**src/rtl/gray_conv_pkg.sv**
```systemverilog
// Shared constants and helpers for the pipelined Gray/binary converter.
// Provides mode encodings, segment sizing and reference conversions.
package gray_conv_pkg;

   localparam logic MODE_G2B = 1'b0;
   localparam logic MODE_B2G = 1'b1;

   // Bits of the Gray prefix chain resolved per stage (ceil division).
   function automatic int seg_width(input int width, input int stages);
      return (width + stages - 1) / stages;
   endfunction

   function automatic logic [63:0] gray2bin(input logic [63:0] g,
                                            input int width);
      logic [63:0] b;
      logic run;
      b = '0;
      run = 1'b0;
      for (int i = 63; i >= 0; i--) begin
         if (i < width) begin
            run = run ^ g[i];
            b[i] = run;
         end
      end
      return b;
   endfunction

   function automatic logic [63:0] bin2gray(input logic [63:0] b);
      return b ^ (b >> 1);
   endfunction

endpackage

```
**src/rtl/gray_conv_stage.sv**
```systemverilog
// One pipeline stage: resolves its slice of the Gray prefix chain
// (mode 0) or, as stage 0, forms the whole Gray code (mode 1).
// Ports: clk, rst; up_valid/up_data/up_mode/carry from the previous
// stage; down_ready = next stage will load; valid/data/mode registered
// result; load = this stage takes a word on the next edge.
// Optional (GRAY_CONV_PARITY_EN): parity = XOR-reduce of data.
module gray_conv_stage
   import gray_conv_pkg::*;
#(
   parameter int WIDTH  = 8,
   parameter int STAGES = 2,
   parameter int IDX    = 0
) (
   input  logic             clk,
   input  logic             rst,
   input  logic             up_valid,
   input  logic [WIDTH-1:0] up_data,
   input  logic             up_mode,
   input  logic             carry,
   input  logic             down_ready,
   output logic             valid,
   output logic [WIDTH-1:0] data,
   output logic             mode,
   output logic             load
`ifdef GRAY_CONV_PARITY_EN
   ,
   output logic             parity
`endif
);

   localparam int SEG = seg_width(WIDTH, STAGES);
   localparam int HI  = WIDTH - 1 - IDX * SEG;
   localparam int LO  = (HI - SEG + 1 < 0) ? 0 : HI - SEG + 1;

   logic [WIDTH-1:0] nxt;
   logic             run;

   // Bits outside this segment pass through: above it they are already
   // binary, below it they are still the original Gray bits.
   always_comb begin
      nxt = up_data;
      run = carry;
      if (up_mode == MODE_G2B) begin
         for (int i = WIDTH - 1; i >= 0; i--) begin
            if (i <= HI && i >= LO) begin
               run = run ^ up_data[i];
               nxt[i] = run;
            end
         end
      end else if (IDX == 0) begin
         nxt = up_data ^ (up_data >> 1);
      end
   end

   assign load = !valid || down_ready;

   always_ff @(posedge clk or posedge rst) begin
      if (rst) begin
         valid <= 1'b0;
         data  <= '0;
         mode  <= 1'b0;
`ifdef GRAY_CONV_PARITY_EN
         parity <= 1'b0;
`endif
      end else if (load) begin
         valid <= up_valid;
         if (up_valid) begin
            data <= nxt;
            mode <= up_mode;
`ifdef GRAY_CONV_PARITY_EN
            parity <= ^nxt;
`endif
         end
      end
   end

endmodule

```
**src/rtl/gray_code_converter_pipe.sv**
```systemverilog
// Pipelined bidirectional Gray/binary converter with valid/ready on
// both sides. Ports: clk, rst (async, active high); in_valid/in_ready/
// in_data/in_mode (0 = Gray->bin, 1 = bin->Gray); out_valid/out_ready/
// out_data/out_mode. Optional macro GRAY_CONV_PARITY_EN adds
// out_parity = XOR-reduce of out_data. Latency is STAGES cycles.
module gray_code_converter_pipe
   import gray_conv_pkg::*;
#(
   parameter int WIDTH  = 8,
   parameter int STAGES = 2
) (
   input  logic             clk,
   input  logic             rst,
   input  logic             in_valid,
   output logic             in_ready,
   input  logic [WIDTH-1:0] in_data,
   input  logic             in_mode,
   output logic             out_valid,
   input  logic             out_ready,
   output logic [WIDTH-1:0] out_data,
   output logic             out_mode
`ifdef GRAY_CONV_PARITY_EN
   ,
   output logic             out_parity
`endif
);

   localparam int SEG = seg_width(WIDTH, STAGES);

   logic [STAGES-1:0] vld;
   logic [STAGES-1:0] ld;
   logic [WIDTH-1:0]  dat  [STAGES];
   logic              md   [STAGES];
   logic              up_v [STAGES];
   logic [WIDTH-1:0]  up_d [STAGES];
   logic              up_m [STAGES];
   logic              up_c [STAGES];
   logic              dn_r [STAGES];
`ifdef GRAY_CONV_PARITY_EN
   logic              par  [STAGES];
`endif

   for (genvar k = 0; k < STAGES; k++) begin : g_stage
      // Carry into stage k is the last bit resolved by stage k-1.
      localparam int LOP = (WIDTH - k * SEG < 0) ? 0 : WIDTH - k * SEG;

      if (k == 0) begin : g_first
         assign up_v[k] = in_valid;
         assign up_d[k] = in_data;
         assign up_m[k] = in_mode;
         assign up_c[k] = 1'b0;
      end else begin : g_mid
         assign up_v[k] = vld[k-1];
         assign up_d[k] = dat[k-1];
         assign up_m[k] = md[k-1];
         assign up_c[k] = dat[k-1][LOP];
      end

      // Ready ripples back combinationally from out_ready.
      if (k == STAGES - 1) begin : g_last
         assign dn_r[k] = out_ready;
      end else begin : g_inner
         assign dn_r[k] = ld[k+1];
      end

      gray_conv_stage #(
         .WIDTH (WIDTH),
         .STAGES(STAGES),
         .IDX   (k)
      ) u_stage (
         .clk       (clk),
         .rst       (rst),
         .up_valid  (up_v[k]),
         .up_data   (up_d[k]),
         .up_mode   (up_m[k]),
         .carry     (up_c[k]),
         .down_ready(dn_r[k]),
         .valid     (vld[k]),
         .data      (dat[k]),
         .mode      (md[k]),
         .load      (ld[k])
`ifdef GRAY_CONV_PARITY_EN
         ,
         .parity    (par[k])
`endif
      );
   end

   assign in_ready  = ld[0];
   assign out_valid = vld[STAGES-1];
   assign out_data  = dat[STAGES-1];
   assign out_mode  = md[STAGES-1];
`ifdef GRAY_CONV_PARITY_EN
   assign out_parity = par[STAGES-1];
`endif

endmodule

```
**config.mk**
```make
export PLATFORM = sky130hd
export DESIGN_NAME = gray_code_converter_pipe
export DESIGN_NICKNAME = d
export VERILOG_FILES = /design/src/rtl/gray_conv_pkg.sv /design/src/rtl/gray_conv_stage.sv /design/src/rtl/gray_code_converter_pipe.sv
export SDC_FILE = /design/constraint.sdc
export NUM_CORES = 1
export LEC_CHECK = 0
export CORE_MARGIN = 5
export CORE_UTILIZATION = 43
export DETAILED_ROUTE_END_ITERATION = 10
export GPL_ROUTABILITY_DRIVEN = 1
export HOLD_SLACK_MARGIN = 0.08
export PLACE_DENSITY = 0.76
export RECOVER_POWER = 100
export SLEW_MARGIN = 30
export SYNTH_ARGS = -nofsm -noshare
export SYNTH_HDL_FRONTEND = slang
export SYNTH_HIERARCHICAL = 1
export SYNTH_SLANG_ARGS = --single-unit
```
**constraint.sdc**
```tcl
create_clock -name clk -period 1.4 [get_ports clk]
set_input_delay 0.28 -clock clk [delete_from_list [all_inputs] [get_ports clk]]
set_output_delay 0.28 -clock clk [all_outputs]
set_load 0.02 [all_outputs]
```
== Word level (Yosys, flattened, before mapping) ==
Cells that the tools add are included.
Cells by class
  muxes and demuxes: 9
  bitwise logic cells: 8
  reduce and logical (&&, ||, !) cells: 6
Operators by type and width (count)
  4-bit 2-to-1 mux: 3
  8-bit by 7-bit bitwise XOR with 8-bit output: 1
  1-bit bitwise XOR: 7
  1-bit 2-to-1 mux: 6
  2-bit AND reduction: 2
  1-bit logical NOT: 2
  1-bit logical OR: 2
Storage, ports and cells
  register bits: 20
  bits of input ports: 13
  output and inout port bits: 11
  logic and storage cells: 29

== Depth between registers and ports, before layout ==
  depth after elaboration: 8
  mapped depth: 5
  depth with buffers taken out: 5

== Cells and area by module ==
Netlist, hierarchy kept.
Modules (own cells, without submodules)
  gray_conv_stage at g_stage[0].u_stage: times used 1, cells each 50, area each 546.8 um^2, sequential area each 250.2 um^2
  gray_conv_stage at g_stage[1].u_stage: times used 1, cells each 39, area each 462.9 um^2, sequential area each 250.2 um^2
  gray_code_converter_pipe: times used 1, cells each 1, area each 3.8 um^2, sequential area each 0.0 um^2

== Worst setup path after synthesis ==
OpenSTA, ideal clock, no wires.
  path type: reg2reg
  start: register g_stage[1].u_stage.valid
  end: register g_stage[0].u_stage.data[0]
  library setup time: 0.125 ns
  arrival: 1.512 ns
  data required time: 1.275 ns
  setup slack: -0.237 ns
  cell stages (with the launch flop): 6
  buffers on the path: 0
  clock period less this slack: 1.637 ns
  path through: dfrtp_1 > nand2b_1 > nor2b_1 > inv_1 > nand2_1 > mux2_2
RTL lines
  start, declared: RTL line gray_conv_stage.sv:21  | output logic valid,
  start signal, assigned: RTL line gray_conv_stage.sv:66  | valid <= up_valid;
  end signal, assigned: RTL line gray_conv_stage.sv:68  | data <= nxt;
  end, declared: RTL line gray_conv_stage.sv:22  | output logic [WIDTH-1:0] data,

== Worst setup path in the final report ==
  start: register g_stage[0].u_stage.data[3]
  end: register g_stage[1].u_stage.data[0]
Between the ends
  longest elaborated chain between the ends: 8
RTL lines
  1-bit bitwise XOR: RTL line gray_conv_stage.sv:46  | run = run ^ up_data[i];
  1-bit 2-to-1 mux: RTL line gray_conv_stage.sv:43  | if (up_mode == MODE_G2B) begin
  1-bit bitwise XOR: RTL line gray_conv_stage.sv:46
  1-bit 2-to-1 mux: RTL line gray_conv_stage.sv:43
  1-bit bitwise XOR: RTL line gray_conv_stage.sv:46
  1-bit 2-to-1 mux: RTL line gray_conv_stage.sv:43
  1-bit bitwise XOR: RTL line gray_conv_stage.sv:46
  4-bit 2-to-1 mux: RTL line gray_conv_stage.sv:43
  end signal, assigned: RTL line gray_conv_stage.sv:68
  end, declared: RTL line gray_conv_stage.sv:22
Every way passes these cells. The select of a mux whose other input is x is not followed.
A chain may end at the register's enable or synchronous reset.

==> run_results.csv <==
group,metric,value,unit
clock_network,cts_buffers,3,
logic_synthesis,ys_seq_area_share,49.4,%
floorplan,die_y,58.6,µm
pwr,clkPwrFrac,16.5,%
timing,slew_viol_final,0,
pwr,power_frac_comb,42.5,%
logic_synthesis,synth-seq-cells,20,
clock_network,htree_num_levels,1,
timing,final_hold_viol_count,0,
clock_network,clkTransAtPathRegs,0.11,ns
timing,timing.final.ws_setup,-0.108,ns
pwr,power,1950,µW
place,dp_hpwl,1.63,mm
critical_path,cp_slowest_stage_delay,0.41,ns
timing,fmax,0.663,GHz
cells_and_area,n_antenna_cell,0,
run_status,violations,"negative setup slack",
logic_synthesis,syn-mean-instance-area,11.3,µm²
place,gp_congestion,0.740,
timing,skew,0.00592,ns
critical_path,required,1.64,ns
critical_path,reg2reg_setup_slack,-0.11,ns
grt,grt_max_degree,12,
clock_network,clk_latency,0.30,ns
cells_and_area,areaGrowthSynthToFinish,45.1,%
critical_path,reg2reg_depth,4,
logic_synthesis,synth_top_area_share,49.4,%
pwr,p_int,1330,µW
pwr,p_sw,626,µW
routing,vias,787,
place,dp_slack,-0.487,ns
floorplan,start_util,45.4,%
critical_path,startpoint_type,"flip-flop",
timing,setup_viol,1,
routing,vias_per_cell,4.74,
critical_path,cp_slowest_cell,"dfrtp_1",
worst_hold_path,holdCritPathClass,"input pin to async pin",
critical_path,worst_setup_path_end_kind,"flip-flop",
clock_network,cts_tree,"done",
timing,tns,-0.108,ns
routing,wire_per_inst,12.0,µm
routing,ant_nets,0,
floorplan,ios,24,
timing,period_needed,1.51,ns
critical_path,cp_max_fo,2,
cells_and_area,drive_above_1_share,29.0,%
floorplan,row_count,17,
logic_synthesis,ys_warn_count,6,
critical_path,crit_family,"XOR/XNOR gates",
critical_path,path_class,"flip-flop to flip-flop",
timing,fin_crit_sh,108,%
logic_synthesis,synth_edf_count,0,
routing,wl,2.00,mm
clock_network,numClockSinks,20,
place,numPortBuffers,23,
pwr,p_leak,0.000712,µW
timing,hold_ws,0.398,ns
critical_path,cp_cell_sequence,"xnor3_2, xor2_1, or4_1, nand3_1",
pwr,switching_share,32.0,%
critical_path,timing.rr.end,"g_stage[1].u_stage/data[0]",
place,place_inst,158,
timing,rsz0062_at_grt,"true",
logic_synthesis,synth.most_common_cell,"dfrtp_1",
grt,antenna_found_initial,0,
floorplan,core,2230,µm²
logic_synthesis,synthTopCellsByArea,"dfrtp_1 49%, mux2_2 10%, xnor2_1 8.6%",
floorplan,fp.dieW,58.6,µm
critical_path,timing.rr.start,"g_stage[0].u_stage/data[3]",
routing,drt_pre_antenna_iters,3,
floorplan,die_area,3430,µm²
clock_network,cts_buffer_depth,2,
logic_synthesis,synth_top_flop_cell,"dfrtp_1",
flow_run,maxCapViolCount,0,
grt,grt_usage,13.5,%
critical_path,cp.arrival,1.75,ns
routing,drc,0,
logic_synthesis,synth_area,1010,µm²
critical_path,path_buf_inv,0,
pwr,ir_drop,0.655,mV
cells_and_area,final_cell_count_no_fill,166,
clock_network,cts-root-buf,"clkbuf_4",
pwr,pwr-share-seq,40.9,%
grt,grt_pass1_wl,3.57,mm
cells_and_area,finalNetCount,152,
pwr,cellPowerDensity,1330,nW/µm²
logic_synthesis,synth_top_area_cell,"dfrtp_1",
routing,drt_iter0_markers,18,
grt,grt_pass1_vias,818,
clock_network,cts_hold_buffers,0,
run_status,status,"finished with violations",
logic_synthesis,syn_inst,90,
logic_synthesis,async_reset_ff_share,100,%
grt,grt-ovfl-total,0,
logic_synthesis,synth_cell_types,24,
logic_synthesis,yosys-top-cells-count,"20 x dfrtp_1, 11 x nand2_1, 11 x o21ai_0",
==> registers in the layout, indices dropped and copies added, names as in the netlist <==
name	count
g_stage.u_stage/data	16
g_stage.u_stage/mode	2
g_stage.u_stage/valid	2
==> worst register-to-register path, stage by stage, from the launching register on <==
cell     delay (ns)
dfrtp_1        0.41
xnor3_2        0.39
xor2_1         0.16
or4_1          0.40
nand3_1        0.09
==> metrics by stage <==
step	area, µm²	util (%)
finish	1470	65.8
global route	1470	65.8
CTS	1450	64.9
detailed placement	1410	63.3
global placement	1410	63.3
floorplan	1030	-
==> cell families (layout without fill, tap and decap cells) <==
kind of cell | after synthesis | count (layout) | synth area share (%)
flip-flops | 20 | 20 | 49.4
buffers and inverters | 6 | 52 | 2.22
AND/OR/NAND/NOR | 22 | 22 | 10.4
other | 1 | 3 | 0.370
multiplexers | 9 | 9 | 10.0
XOR/XNOR | 16 | 16 | 18.4
AO/OA/AOI/OAI | 16 | 16 | 9.26
==> cell usage in the layout (no fill, tap or decap), types with 2 or more instances in the layout <==
cell and instances:
dfrtp_1 19, buf_4 17, dlygate4sd2_1 12, o21ai_0 11
nand2_1 10, xnor2_1 9, mux2_2 9, clkdlybuf4s50_1 9
inv_1 4, clkbuf_4 3, conb_1 3, xor2_1 3
nor2b_1 2, nand2b_1 2, nor2_1 2, clkbuf_2 2
==> power groups by stage <==
stage / Combinational (µW) / Sequential (µW) / Clock [µW]
after global placement: 823 / 810 / 0
after global routing: 909 / 822 / 367
after floorplan: 325 / 934 / 0
final: 832 / 800 / 323
after detailed placement: 843 / 820 / 0
after CTS: 782 / 804 / 343
==> how the worst max path moves through the flow <==
stage / from / endpoint / depth (start not counted) / slack, ns
3_3_place_gp: out_ready / in_ready / 5 / -0.47
2_1_floorplan: g_stage[0].u_stage/data[4] / g_stage[1].u_stage/data[0] / 4 / -0.07
3_5_place_dp: in_data[7] / g_stage[0].u_stage/data[4] / 4 / -0.49
4_1_cts: g_stage[0].u_stage/data[2] / g_stage[1].u_stage/data[0] / 4 / -0.10
5_1_grt: g_stage[0].u_stage/data[2] / g_stage[1].u_stage/data[0] / 4 / -0.16
6_report: g_stage[0].u_stage/data[3] / g_stage[1].u_stage/data[0] / 4 / -0.11
==> layout make-up <==
cell class | instances | area [µm²]
Tap cell | 28 | 35.0
Sequential cell | 20 | 502
Fill cell | 196 | 763
Clock buffer | 4 | 36.3
Inverter | 5 | 18.8
Multi-Input combinational cell | 66 | 520
Timing Repair Buffer | 43 | 358
==> what timing repair did <==
action | in CTS | in global routing
hold endpoints to repair | 0 | 0
resized for setup | 20 | 1
setup endpoints to repair | 17 | 1
cloned | 0 | 0
setup buffers | 0 | 4
pin swaps | 2 | 1
==> layer usage <==
layer  vias to the layer above  global-route usage [%]  routed length [µm]
li1                        400                       -                   -
met1                       361                    15.6                 843
met2                        22                    23.6                1000
met3                         4                    2.63                 122
met4                         0                    6.95                  29
met5                         -                       0                   0
No activity file was read; power rests on OpenSTA's default activity.
